$ cat config.mk
export PLATFORM = sky130hd
export DESIGN_NAME = alarm_bank
export DESIGN_NICKNAME = d
export VERILOG_FILES = /design/src/rtl/clock_pkg.sv /design/src/rtl/alarm_channel.sv /design/src/rtl/alarm_bank.sv
export SDC_FILE = /design/constraint.sdc
export NUM_CORES = 1
export LEC_CHECK = 0
export ABC_CLOCK_PERIOD_IN_PS = 3100
export BUFFER_PORTS_ARGS = -buffer_cell sky130_fd_sc_hd__buf_2
export CAP_MARGIN = 5
export CELL_PAD_IN_SITES_DETAIL_PLACEMENT = 0
export CELL_PAD_IN_SITES_GLOBAL_PLACEMENT = 1
export CORE_MARGIN = 2
export CORE_UTILIZATION = 47
export DETAILED_ROUTE_END_ITERATION = 6
export GPL_TIMING_DRIVEN = 0
export PLACE_DENSITY_LB_ADDON = 0.1
export SETUP_SLACK_MARGIN = 0.2
export SLEW_MARGIN = 5
export SYNTH_ARGS = -nofsm -noshare
export SYNTH_HDL_FRONTEND = slang
export SYNTH_HIERARCHICAL = 1
export SYNTH_SLANG_ARGS = --single-unit
$ cat constraint.sdc
create_clock -name clock -period 3.1 [get_ports clock]
set_clock_uncertainty 0.05 [all_clocks]
set_input_delay 0.155 -clock clock [delete_from_list [all_inputs] [get_ports clock]]
set_output_delay 0.155 -clock clock [all_outputs]
set_load 0.02 [all_outputs]
$ cat src/rtl/clock_pkg.sv
// Shared timekeeping types for the alarm bank.
// Channel state encoding and the wrapping snooze adder.
package clock_pkg;

  localparam int COUNTER_MAX = 86399;
  localparam int COUNTER_W   = 17;

  typedef logic [COUNTER_W-1:0] counter_t;

  typedef enum logic [1:0] {
    CH_DISABLED,
    CH_ARMED,
    CH_RINGING,
    CH_SNOOZED
  } chan_state_e;

  // a + b modulo (max + 1); operands are below max + 1
  function automatic int unsigned wrap_add(
    input int unsigned a,
    input int unsigned b,
    input int unsigned max
  );
    int unsigned sum;
    sum = a + b;
    if (sum > max) sum = sum - (max + 1);
    return sum;
  endfunction

endpackage

$ cat src/rtl/alarm_channel.sv
// One alarm channel: state machine, stored time,
// snooze target and ring-duration counter.
module alarm_channel #(
  parameter int CNT_W   = 17,
  parameter int CNT_MAX = 86399,
  parameter int SNOOZE  = 540,
  parameter int TIMEOUT = 3600
) (
  input  logic             clock,
  input  logic             reset,
  input  logic             tick_i,
  input  logic [CNT_W-1:0] counter_state_i,
  input  logic             set_flag_i,
  input  logic             wr_i,
  input  logic             arm_i,
  input  logic [CNT_W-1:0] wr_time_i,
  input  logic             snooze_i,
  input  logic             dismiss_i,
  output logic             ring_o,
  output logic             ring_next_o
);
  import clock_pkg::*;

  localparam int RW = $clog2(TIMEOUT + 1);

  chan_state_e      state_q, state_d;
  logic [CNT_W-1:0] time_q, time_d;
  logic [CNT_W-1:0] tgt_q, tgt_d;
  logic [RW-1:0]    rcnt_q, rcnt_d;
  logic             hit_time, hit_tgt;

  assign hit_time = tick_i && !set_flag_i
                 && counter_state_i == time_q;
  assign hit_tgt  = tick_i && !set_flag_i
                 && counter_state_i == tgt_q;

  always_comb begin
    state_d = state_q;
    time_d  = time_q;
    tgt_d   = tgt_q;
    rcnt_d  = rcnt_q;
    if (wr_i) begin
      if (arm_i) begin
        state_d = CH_ARMED;
        time_d  = wr_time_i;
        rcnt_d  = '0;
      end else begin
        state_d = CH_DISABLED;
      end
    end else begin
      unique case (state_q)
        CH_ARMED: begin
          if (hit_time) begin
            state_d = CH_RINGING;
            rcnt_d  = '0;
          end
        end
        CH_RINGING: begin
          if (dismiss_i) begin
            state_d = CH_ARMED;
          end else if (snooze_i) begin
            state_d = CH_SNOOZED;
            tgt_d   = CNT_W'(wrap_add(
              32'(counter_state_i), SNOOZE, CNT_MAX));
          end else if (tick_i) begin
            // auto-off once this tick completes the timeout
            if (rcnt_q == RW'(TIMEOUT - 1))
              state_d = CH_ARMED;
            rcnt_d = rcnt_q + RW'(1);
          end
        end
        CH_SNOOZED: begin
          if (dismiss_i) begin
            state_d = CH_ARMED;
          end else if (hit_tgt) begin
            state_d = CH_RINGING;
            rcnt_d  = '0;
          end
        end
        default: ;
      endcase
    end
  end

  always_ff @(posedge clock) begin
    if (reset) begin
      state_q <= CH_DISABLED;
      time_q  <= '0;
      tgt_q   <= '0;
      rcnt_q  <= '0;
    end else begin
      state_q <= state_d;
      time_q  <= time_d;
      tgt_q   <= tgt_d;
      rcnt_q  <= rcnt_d;
    end
  end

  assign ring_o      = state_q == CH_RINGING;
  assign ring_next_o = state_d == CH_RINGING;

endmodule

$ cat src/rtl/alarm_bank.sv
// Bank of independent alarm channels with a validated
// configuration port, snooze/dismiss and ring summary.
module alarm_bank #(
  parameter int NUM_ALARMS   = 4,
  parameter int COUNTER_MAX  = clock_pkg::COUNTER_MAX,
  parameter int COUNTER_W    = clock_pkg::COUNTER_W,
  parameter int SNOOZE_SECS  = 540,
  parameter int RING_TIMEOUT = 3600
) (
  input  logic                  clock,
  input  logic                  reset,
  input  logic                  tick,
  input  logic [COUNTER_W-1:0]  counter_state,
  input  logic                  set_flag,
  input  logic                  cfg_valid,
  output logic                  cfg_ready,
  input  logic [3:0]            cfg_index,
  input  logic                  cfg_enable,
  input  logic [COUNTER_W-1:0]  cfg_time,
  output logic                  cfg_error,
  input  logic                  snooze,
  input  logic                  dismiss,
  output logic [NUM_ALARMS-1:0] ringing,
  output logic                  alarm_state,
  output logic [3:0]            active_index
);

  logic                  ready_q, err_q, alarm_q;
  logic [3:0]            act_q, act_d;
  logic [NUM_ALARMS-1:0] ring, ring_nx, wr;
  logic                  req, bad;

  assign req = cfg_valid && ready_q;
  // a disable request is valid for any cfg_time
  assign bad = 32'(cfg_index) >= NUM_ALARMS
            || (cfg_enable && 32'(cfg_time) > COUNTER_MAX);

  for (genvar i = 0; i < NUM_ALARMS; i++) begin : g_ch
    assign wr[i] = req && !bad && cfg_index == 4'(i);

    alarm_channel #(
      .CNT_W   (COUNTER_W),
      .CNT_MAX (COUNTER_MAX),
      .SNOOZE  (SNOOZE_SECS),
      .TIMEOUT (RING_TIMEOUT)
    ) u_ch (
      .clock           (clock),
      .reset           (reset),
      .tick_i          (tick),
      .counter_state_i (counter_state),
      .set_flag_i      (set_flag),
      .wr_i            (wr[i]),
      .arm_i           (cfg_enable),
      .wr_time_i       (cfg_time),
      .snooze_i        (snooze),
      .dismiss_i       (dismiss),
      .ring_o          (ring[i]),
      .ring_next_o     (ring_nx[i])
    );
  end

  always_comb begin
    act_d = '0;
    for (int i = NUM_ALARMS - 1; i >= 0; i--)
      if (ring_nx[i]) act_d = 4'(i);
  end

  always_ff @(posedge clock) begin
    if (reset) begin
      ready_q <= 1'b0;
      err_q   <= 1'b0;
      alarm_q <= 1'b0;
      act_q   <= '0;
    end else begin
      ready_q <= 1'b1;
      err_q   <= req && bad;
      alarm_q <= |ring_nx;
      act_q   <= act_d;
    end
  end

  assign cfg_ready    = ready_q;
  assign cfg_error    = err_q;
  assign ringing      = ring;
  assign alarm_state  = alarm_q;
  assign active_index = act_q;

endmodule

==> results.json, run 1 <==
{
  "synth_ff_type": "dfxtp_1",
  "syn_area_per_cell_um2": 7.65,
  "die_height_um": 169,
  "io_pins": 57,
  "fmax_mhz": 362,
  "cp_cell_sequence": "buf_2, or3b_1, o32ai_4, a21oi_4, nand2b_1, or3b_2, clkbuf_1, a311oi_1, nor3_1",
  "grt_max_degree": 21,
  "p_comb_share_pct": 15.1,
  "die_area_um2": 28600,
  "setup_ws_ps": 340,
  "crit_type": "in -> reg",
  "fin_hold_ws_ps": 18.2,
  "seq_power_share_pct": 45.5,
  "final_cell_mix": "272 x nand2_1, 197 x dfxtp_1, 143 x a21oi_1, 128 x nor2_1, 127 x xor2_1",
  "placeableCoreArea_um2": 26900,
  "detail_route.wl_per_cell_um": 19.3,
  "synth_enable_flop_cells": 0,
  "status": "complete, no violations",
  "drt_iter0_markers": 1047,
  "yosys_warnings": 6,
  "async_reset_ff_share_pct": 0,
  "use_met3_pct": 3.60,
  "grt_pass1_vias": 11600,
  "cts_tree": "yes",
  "final_common_cell": "nand2_1",
  "drv_cap": 0,
  "final_util_pct": 53.4,
  "ys_seq_elements": 197,
  "cp-end-kind": "flip-flop",
  "grt.overflow.total": 0,
  "syn_inst": 1676,
  "worst_pin_slew_ps": 746,
  "cts_buffers": 17,
  "num_rows": 60,
  "slew_violations": 0,
  "clkPwrFrac_pct": 39.4,
  "gr-usage-met2_pct": 45.1,
  "num_vias": 12500,
  "cts_buffer_depth": 2,
  "critPathSlowestCell": "or3b_2",
  "nets": 1825,
  "wirelength_um": 40900,
  "power.density_nw_per_um2": 388,
  "synth_cell_types": 78,
  "hold_class": "in -> reg",
  "antenna_left": 0,
  "htree_levels": 4,
  "hold_viol": 0,
  "cts.sink_count": 197,
  "ys_seq_area_share_pct": 30.8,
  "clk_pin_slew_ps": 70,
  "relSlewSlack_pct": 50.3,
  "grt_usage_pct": 28.5,
  "internal_power_uw": 3990,
  "place_congestion": 0.878,
  "post-route-period-util_pct": 89.0,
  "cts_root_buf": "clkbuf_16",
  "start_kind": "input port",
  "port_buffers": 49,
  "fill_cells": 2679,
  "dr.pass1.iters": 5,
  "rsz0062_at_grt": "no",
  "finalSetupTns_ps": 0,
  "switching_power_uw": 1590,
  "vias_per_cell": 5.87,
  "finalPower_uw": 5580,
  "setup_viol": 0,
  "antennaDiodeCount": 0,
  "place_ws_ps": -978,
  "slowest_delay_ps": 540,
  "drive_gt1_share_pct": 11.1,
  "areaGrowthSynthToFinish_pct": 12.1,
  "grt_util_met1_pct": 41.1,
  "grt_pass1_wl_um": 64200,
  "cp.arrival_ps": 3020,
  "drc": 0,
  "power.leakage_uw": 0.00528,
  "gr-max-usage-layer": "met2",
  "hpwl_um": 28600,
  "clock_latency_ps": 440,
  "cp_max_fo": 10,
  "chipWidth_um": 169,
  "swShare_pct": 28.5,
  "vdd.ir_drop.worst_mv": 0.360,
  "antenna_found_initial": 0,
  "netlist_area_um2": 12800,
  "r2r_slack_ps": 360,
  "min_period_ps": 2760,
  "start_util_pct": 47.7,
  "critical_path_required_ps": 3360
}
## timing repair
item                       CTS  global route
hold buffers                18             0
pin swaps                    0             3
gates resized for setup     11            18
buffers inserted             0             4
setup endpoints to repair  102           108
hold endpoints to repair    37             0
## worst max-delay path: cells and delay by family
kind / cells / cell delay (ps)
and+or+nand+nor: 4 / 1340
AOI/OAI and AO/OA: 3 / 1080
buffers and inverters: 2 / 430
## stage by stage
stage | area, um2 | cells
floorplan | 12800 | 1677
global placement | 13500 | 2067
detailed placement | 13500 | 2067
CTS | 14300 | 2117
global route | 14400 | 2121
finish | 14400 | 2121
## registers in the layout (all words and copies together), names as in the netlist
signal and count:
cfg_error 1, g_ch.u_ch/rcnt_q 48, g_ch.u_ch/tgt_q 68, g_ch.u_ch/time_q 68
g_ch.u_ch/state_q 8, active_index 2, cfg_ready 1, alarm_state 1
## logic make-up (layout without fill, tap and decap cells)
family	after synthesis	in the layout	share of synthesized area, %
AOI/OAI and AO/OA	395	395	20.3
xor gates and xnor gates	192	192	13.1
adders and majority gates	12	12	1.17
buffers and inverters	137	240	4.94
DFF	197	197	30.8
muxes	13	13	1.05
other	1	2	0.0293
and+or+nand+nor	729	729	28.6
## cells in the mapped netlist (8+ instances only)
| library cell | count | share of area [%] |
|---|---|---|
| o21ai_1 | 19 | 0.74 |
| and2_1 | 16 | 0.78 |
| o311ai_0 | 27 | 1.8 |
| o31ai_1 | 12 | 0.70 |
| nand3_1 | 48 | 1.9 |
| ha_1 | 12 | 1.2 |
| o21a_1 | 15 | 0.88 |
| nor3b_1 | 17 | 1.0 |
| a311oi_1 | 9 | 0.62 |
| a31oi_1 | 15 | 0.73 |
| o21ai_0 | 50 | 2.0 |
| o211ai_1 | 9 | 0.53 |
| clkbuf_1 | 55 | 1.6 |
| buf_2 | 41 | 1.6 |
| nand2_1 | 273 | 8.0 |
| nand3b_1 | 9 | 0.53 |
| a211oi_1 | 25 | 1.5 |
| mux2i_1 | 11 | 0.86 |
| or3_1 | 16 | 0.78 |
| nor2b_1 | 24 | 1.2 |
| nor4b_1 | 10 | 0.68 |
| xnor2_1 | 65 | 4.4 |
| dfxtp_1 | 197 | 31 |
| nand4_1 | 23 | 1.1 |
| and3_1 | 25 | 1.2 |
| buf_6 | 8 | 0.70 |
| a21o_1 | 10 | 0.59 |
| nor2_1 | 128 | 3.7 |
| inv_1 | 24 | 0.70 |
| a21oi_1 | 146 | 5.7 |
| nor4_1 | 37 | 1.8 |
| xor2_1 | 127 | 8.7 |
| nand2b_1 | 39 | 1.9 |
| nor3_1 | 20 | 0.78 |
## metal layers
layer	part of all wire, %	wire length, um
met1	48	19700
met2	44	18200
met3	5.6	2280
met4	1.9	797
met5	0	0
## layout make-up
cell class / count / area [um2] / area share, %
Clock buffer: 23 / 468 / 3.26
Inverter: 24 / 90.1 / 0.627
Multi-Input combinational cell: 1343 / 8330 / 58.0
Sequential cell: 197 / 3940 / 27.5
Buffer: 113 / 553 / 3.85
Clock inverter: 9 / 95.1 / 0.662
Tap cell: 341 / 427 / 2.97
Timing Repair Buffer: 71 / 460 / 3.21
## power groups by stage
stage               combinational, uW  clock (uW)  sequential [uW]
floorplan                         526           0             2600
global placement                  794           0             2600
detailed placement                796           0             2600
CTS                               826        2220             2540
global route                      911        2340             2540
finish                            844        2200             2540
## final timing paths
| kind | from | to | cells past startpoint |
|---|---|---|---|
| worst min register to register | g_ch[2].u_ch/tgt_q[14]$_SDFFE_PP0P_ | g_ch[2].u_ch/tgt_q[14]$_SDFFE_PP0P_ | 2 |
| worst max-delay path | cfg_time[15] | g_ch[0].u_ch/tgt_q[15]$_SDFFE_PP0P_ | 9 |
| worst min-delay path | cfg_time[3] | g_ch[2].u_ch/time_q[3]$_SDFFE_PP0P_ | 3 |
| worst max register to register | g_ch[3].u_ch/time_q[4]$_SDFFE_PP0P_ | g_ch[3].u_ch/rcnt_q[11]$_SDFFE_PP0P_ | 8 |
No activity file was read; power rests on OpenSTA's default activity.
==> run 2, diff against run 1 <==
--- a/config.mk
+++ b/config.mk
@@ -14,7 +14,7 @@
 export CORE_UTILIZATION = 47
 export DETAILED_ROUTE_END_ITERATION = 6
 export GPL_TIMING_DRIVEN = 0
-export PLACE_DENSITY_LB_ADDON = 0.1
+export PLACE_DENSITY = 0.82
 export SETUP_SLACK_MARGIN = 0.2
 export SLEW_MARGIN = 5
 export SYNTH_ARGS = -nofsm -noshare
==> run 2 against run 1 <==
- worst setup slack got worse by 81 ps
- flip-flop and latch count did not move
- fmax is 2.9% lower
- critical path type unchanged
- clock power about the same
- die area did not move
- non-clock buffer count is 2 higher
- hold slack hardly changed
- critical path depth is the same
- first-iteration DRC count grew 16%
==> results.json, run 2 (synthesis results as in run 1) <==
{
  "antenna_left": 0,
  "stdcell_area_um2": 14400,
  "critPathSlowestCell": "o32ai_4",
  "die_height_um": 169,
  "placeableCoreArea_um2": 26900,
  "start_kind": "input port",
  "status": "complete, no violations",
  "grt_max_degree": 21,
  "cts.sink_count": 197,
  "min_period_ps": 2840,
  "reg_top3": "g_ch.u_ch/tgt_q (68), g_ch.u_ch/time_q (68), g_ch.u_ch/rcnt_q (48)",
  "vdd.ir_drop.worst_mv": 0.328,
  "start_util_pct": 47.7,
  "critical_path_required_ps": 3360,
  "drt_iter0_markers": 1216,
  "cts_buffer_depth": 2,
  "drc": 0,
  "cp_cell_sequence": "buf_2, or3b_1, o32ai_4, a21oi_4, nand2b_1, or3b_2, clkbuf_1, a311oi_1, nor3_1",
  "wirelength_um": 40200,
  "cts_tree": "yes",
  "setup_viol": 0,
  "dr.pass1.iters": 5,
  "relSlewSlack_pct": 52.2,
  "drv_cap": 0,
  "slew_violations": 0,
  "worst_pin_slew_ps": 717,
  "crit_type": "in -> reg",
  "htree_levels": 4,
  "num_rows": 60,
  "post-route-period-util_pct": 91.7,
  "final_cell_mix": "272 x nand2_1, 197 x dfxtp_1, 143 x a21oi_1, 128 x nor2_1, 127 x xor2_1",
  "crit_family": "simple AND/OR/NAND/NOR gates",
  "antenna_found_initial": 0,
  "fmax_mhz": 352,
  "rsz0062_at_grt": "yes",
  "path_buf_inv": 2,
  "hold_class": "in -> reg",
  "clock_latency_ps": 430,
  "cts_root_buf": "clkbuf_16",
  "vias_per_cell": 5.87,
  "hold_viol": 0,
  "power.density_nw_per_um2": 390,
  "cp.arrival_ps": 3100,
  "slowest_delay_ps": 560,
  "grt.overflow.total": 0,
  "final_util_pct": 53.6,
  "detail_route.wl_per_cell_um": 18.9,
  "clk_pin_slew_ps": 70,
  "die_area_um2": 28600,
  "cts_buffers": 17,
  "dpl-instance-area_um2": 13500,
  "chipWidth_um": 169,
  "areaGrowthSynthToFinish_pct": 12.3,
  "power.leakage_uw": 0.00528,
  "io_pins": 57,
  "nets": 1827,
  "cp_max_fo": 10,
  "drive_gt1_share_pct": 11.1,
  "hpwl_um": 28200,
  "grt_usage_pct": 28.1,
  "cp-end-kind": "flip-flop",
  "num_vias": 12500,
  "antennaDiodeCount": 0,
  "final_common_cell": "nand2_1",
  "place_congestion": 0.904,
  "grt_pass1_wl_um": 63600,
  "grt_pass1_vias": 11500,
  "port_buffers": 49
}
[run 2: worst reg2reg max path: stages (launching register included)]
cell and delay [ps]:
dfxtp_1 350, nor4bb_4 400, nand3_1 130, a21oi_1 280
buf_2 290, nand2_2 200, o41ai_4 90, buf_4 200
nand2_2 100, or4_1 490, a21oi_1 150
[run 2: path summary, 6_finish.rpt]
kind              cells past startpoint                                    to  slack [ps]                                 from
setup / recovery                      9   g_ch[0].u_ch/tgt_q[15]$_SDFFE_PP0P_         260                         cfg_time[15]
hold / removal                        3   g_ch[1].u_ch/time_q[3]$_SDFFE_PP0P_          20                          cfg_time[3]
hold reg to reg                       2   g_ch[0].u_ch/tgt_q[11]$_SDFFE_PP0P_         420  g_ch[0].u_ch/tgt_q[11]$_SDFFE_PP0P_
setup reg to reg                     10  g_ch[3].u_ch/rcnt_q[11]$_SDFFE_PP0P_         290                    cfg_ready$_DFF_P_
[run 2: final cells by class]
type / count / area (um2)
buffer: 113 / 552
clock buffer: 20 / 447
tap: 341 / 427
inverter: 24 / 90.1
clock inverter: 11 / 128
timing repair buffer: 73 / 478
sequential: 197 / 3940
fill: 2687 / 12500
multi-input combinational: 1343 / 8330
[run 2: layer usage]
metal / wire (um) / vias up / global-route usage (%)
li1: - / 6121 / -
met1: 19300 / 5947 / 41.1
met2: 17900 / 362 / 44.7
met3: 2450 / 36 / 3.25
met4: 548 / 0 / 5.80
met5: 0 / - / 0
[run 2: stage by stage]
| step | TNS (ps) | setup slack (ps) | hold WS, ps | cells | power [uW] |
|---|---|---|---|---|---|
| after floorplan | 0 | 310 | 162 | 1677 | 3120 |
| after global placement | -22640 | -935 | 359 | 2067 | 3390 |
| after detailed placement | -27840 | -982 | 364 | 2067 | 3390 |
| after CTS | 0 | 231 | 2.51 | 2118 | 5630 |
| after global routing | 0 | 160 | 10.9 | 2122 | 5810 |
| final | 0 | 259 | 18.3 | 2122 | 5610 |
[run 2: timing repair]
item                       in CTS  in global routing
setup buffers                   0                  4
pin swaps                       0                  2
hold endpoints to repair       34                  0
setup endpoints to repair      85                122
gates resized for setup         9                 18
hold buffers                   20                  0
[run 2: power breakdown]
| part | internal [uW] | switching, uW |
|---|---|---|
| Combinational | 294 | 550 |
| Clock | 1210 | 1020 |
| Sequential | 2530 | 3.40 |
| Total | 4040 | 1570 |
==> run 3, diff against run 2 <==
--- a/config.mk
+++ b/config.mk
@@ -5,16 +5,16 @@
 export SDC_FILE = /design/constraint.sdc
 export NUM_CORES = 1
 export LEC_CHECK = 0
-export ABC_CLOCK_PERIOD_IN_PS = 3100
+export ABC_CLOCK_PERIOD_IN_PS = 2950
 export BUFFER_PORTS_ARGS = -buffer_cell sky130_fd_sc_hd__buf_2
 export CAP_MARGIN = 5
 export CELL_PAD_IN_SITES_DETAIL_PLACEMENT = 0
 export CELL_PAD_IN_SITES_GLOBAL_PLACEMENT = 1
 export CORE_MARGIN = 2
-export CORE_UTILIZATION = 47
+export CORE_UTILIZATION = 25
 export DETAILED_ROUTE_END_ITERATION = 6
 export GPL_TIMING_DRIVEN = 0
-export PLACE_DENSITY = 0.82
+export PLACE_DENSITY = 0.5
 export SETUP_SLACK_MARGIN = 0.2
 export SLEW_MARGIN = 5
 export SYNTH_ARGS = -nofsm -noshare
==> constraint.sdc (replaced) <==
create_clock -name clock -period 2.95 [get_ports clock]
set_clock_uncertainty 0.05 [all_clocks]
set_input_delay 0.1475 -clock clock [delete_from_list [all_inputs] [get_ports clock]]
set_output_delay 0.1475 -clock clock [all_outputs]
set_load 0.02 [all_outputs]
==> run 3 against run 2 <==
- die area increased by 86%
- non-clock buffer count increased by 4
- via count decreased by 0.13%
- first-iteration DRC count decreased by 27%
- cell area increased by 4.5%
- count of clock-buffer cells in the layout decreased by 2
- hold slack improved by 26 ps
- global-route usage decreased by 9.6 points
- critical path type is now reg -> reg
==> results.json, run 3 (synthesis results as in run 1) <==
{
  "grt_usage_pct": 18.5,
  "start_kind": "flip-flop",
  "antenna_found_initial": 1,
  "routed.top_layer": "met4",
  "reg2reg_to": "g_ch[3].u_ch/rcnt_q[11]$_SDFFE_PP0P_",
  "cts_tree": "yes",
  "slowest_delay_ps": 500,
  "rsz0062_at_grt": "yes",
  "path_depth": 9,
  "cp.arrival_ps": 3040,
  "finalSetupTns_ps": 0,
  "hpwl_um": 34200,
  "grt.overflow.total": 0,
  "io_pins": 57,
  "clock_latency_ps": 500,
  "areaGrowthSynthToFinish_pct": 17.4,
  "die_height_um": 230,
  "cts_buffers": 17,
  "final_common_cell": "nand2_1",
  "wl_met1_um": 24300,
  "hold_class": "in -> reg",
  "clk_pin_slew_ps": 80,
  "cp_max_fo": 5,
  "grt_pass1_wl_um": 74000,
  "start_util_pct": 25.4,
  "wl_met3_um": 2410,
  "startpoint": "g_ch[3].u_ch/tgt_q[5]$_SDFFE_PP0P_",
  "power.leakage_uw": 0.00540,
  "critPathSlowestCell": "or4_4",
  "nets": 1831,
  "endpoint": "g_ch[3].u_ch/rcnt_q[11]$_SDFFE_PP0P_",
  "finalPower_uw": 6190,
  "hold_viol": 0,
  "min_period_ps": 2670,
  "critical_path_required_ps": 3320,
  "worstReg2RegStart": "g_ch[3].u_ch/tgt_q[5]$_SDFFE_PP0P_",
  "grt_pass1_vias": 11900,
  "reg2reg_depth": 9,
  "vias_per_cell": 5.06,
  "placeableCoreArea_um2": 50400,
  "dr.pass1.iters": 5,
  "reg_top3": "g_ch.u_ch/tgt_q (68), g_ch.u_ch/time_q (68), g_ch.u_ch/rcnt_q (48)",
  "path_buf_inv": 1,
  "route.met2.wl_um": 21000,
  "grt_max_degree": 21,
  "final_cell_mix": "272 x nand2_1, 197 x dfxtp_1, 142 x a21oi_1, 127 x nor2_1, 125 x xor2_1",
  "vdd.ir_drop.worst_mv": 0.480,
  "drive_gt1_share_pct": 12.6,
  "cp_cell_sequence": "xor2_1, nor4_1, nand3_1, o221a_4, o41ai_4, buf_4, nand2_2, or4_4, a21oi_1",
  "relSlewSlack_pct": 46.9,
  "port_buffers": 49,
  "crit_family": "simple AND/OR/NAND/NOR gates",
  "cts_root_buf": "clkbuf_16",
  "post-route-period-util_pct": 90.5,
  "wirelength_um": 48600,
  "num_rows": 82,
  "drt_iter0_markers": 892,
  "htree_levels": 4,
  "drv_cap": 0,
  "fmax_mhz": 375,
  "num_vias": 12500,
  "worst_pin_slew_ps": 796,
  "status": "complete, no violations",
  "r2r_slack_ps": 280,
  "setup_viol": 0,
  "power.density_nw_per_um2": 412,
  "cp-end-kind": "flip-flop",
  "place_congestion": 0.790,
  "cts.sink_count": 197,
  "drc": 0,
  "antenna_left": 0,
  "die_area_um2": 53100,
  "detail_route.wl_per_cell_um": 19.8,
  "slew_violations": 0,
  "cts_buffer_depth": 2,
  "chipWidth_um": 230,
  "crit_type": "reg -> reg"
}
-- run 3: cell count changes in the layout (fill, tap and decap cells not counted), moves of 2 or more --
cell / previous run / this run
buf_1: 6 / 4
xor2_2: 0 / 2
clkbuf_2: 6 / 12
buf_4: 6 / 13
nor4_1: 35 / 31
xor2_1: 127 / 125
nor4_4: 0 / 2
buf_2: 90 / 85
buf_12: 0 / 2
nor4_2: 2 / 4
clkbuf_1: 51 / 42
clkbuf_4: 1 / 3
-- run 3: final cells by class --
type,count,area [um2]
antenna,1,2.50
clock inverter,14,175
multi-input combinational,1343,8430
clock buffer,18,439
timing repair buffer,80,566
inverter,24,90.1
fill,5573,35300
sequential,197,3940
tap,672,841
buffer,110,553
-- run 3: report_power, final --
group / switching (uW) / internal [uW]
combinational: 624 / 321
sequential: 3.64 / 2660
clock: 1210 / 1360
total: 1840 / 4350
-- run 3: worst min path at each step --
| stage | from | endpoint | slack, ps | cells after the start |
|---|---|---|---|---|
| 2_1_floorplan | reset | cfg_ready$_DFF_P_ | 150 | 1 |
| 4_1_cts | reset | cfg_ready$_DFF_P_ | 30 | 2 |
| 3_5_place_dp | cfg_index[2] | cfg_error$_SDFF_PP0_ | 350 | 2 |
| 6_report | reset | cfg_ready$_DFF_P_ | 40 | 2 |
| 3_3_place_gp | cfg_index[2] | cfg_error$_SDFF_PP0_ | 360 | 2 |
| 5_1_grt | reset | cfg_ready$_DFF_P_ | 90 | 2 |
-- run 3: layer usage --
| layer | up-vias | global-route usage, % |
|---|---|---|
| li1 | 6125 | - |
| met2 | 290 | 27.8 |
| met5 | - | 0 |
| met4 | 0 | 6.15 |
| met1 | 5992 | 26.5 |
| met3 | 43 | 3.26 |
-- run 3: per-stage QoR --
step,hold WS (ps),area (um2),utilization [%],cells,setup WS (ps)
after floorplan,154,12800,-,1677,310
after global placement,356,13900,27.6,2398,-1040
after detailed placement,354,13900,27.6,2398,-1010
after CTS,29.1,14900,29.6,2459,203
after global routing,88.4,15000,29.8,2458,187
final,44.8,15000,29.8,2459,280
-- run 3: what timing repair did --
item | in CTS | in global routing
setup buffers | 8 | 2
gates cloned | 0 | 0
endpoints found under the setup margin | 175 | 93
endpoints found under the hold margin | 71 | 0
resized for setup | 20 | 40
pin swaps | 3 | 7
hold buffers | 21 | 0
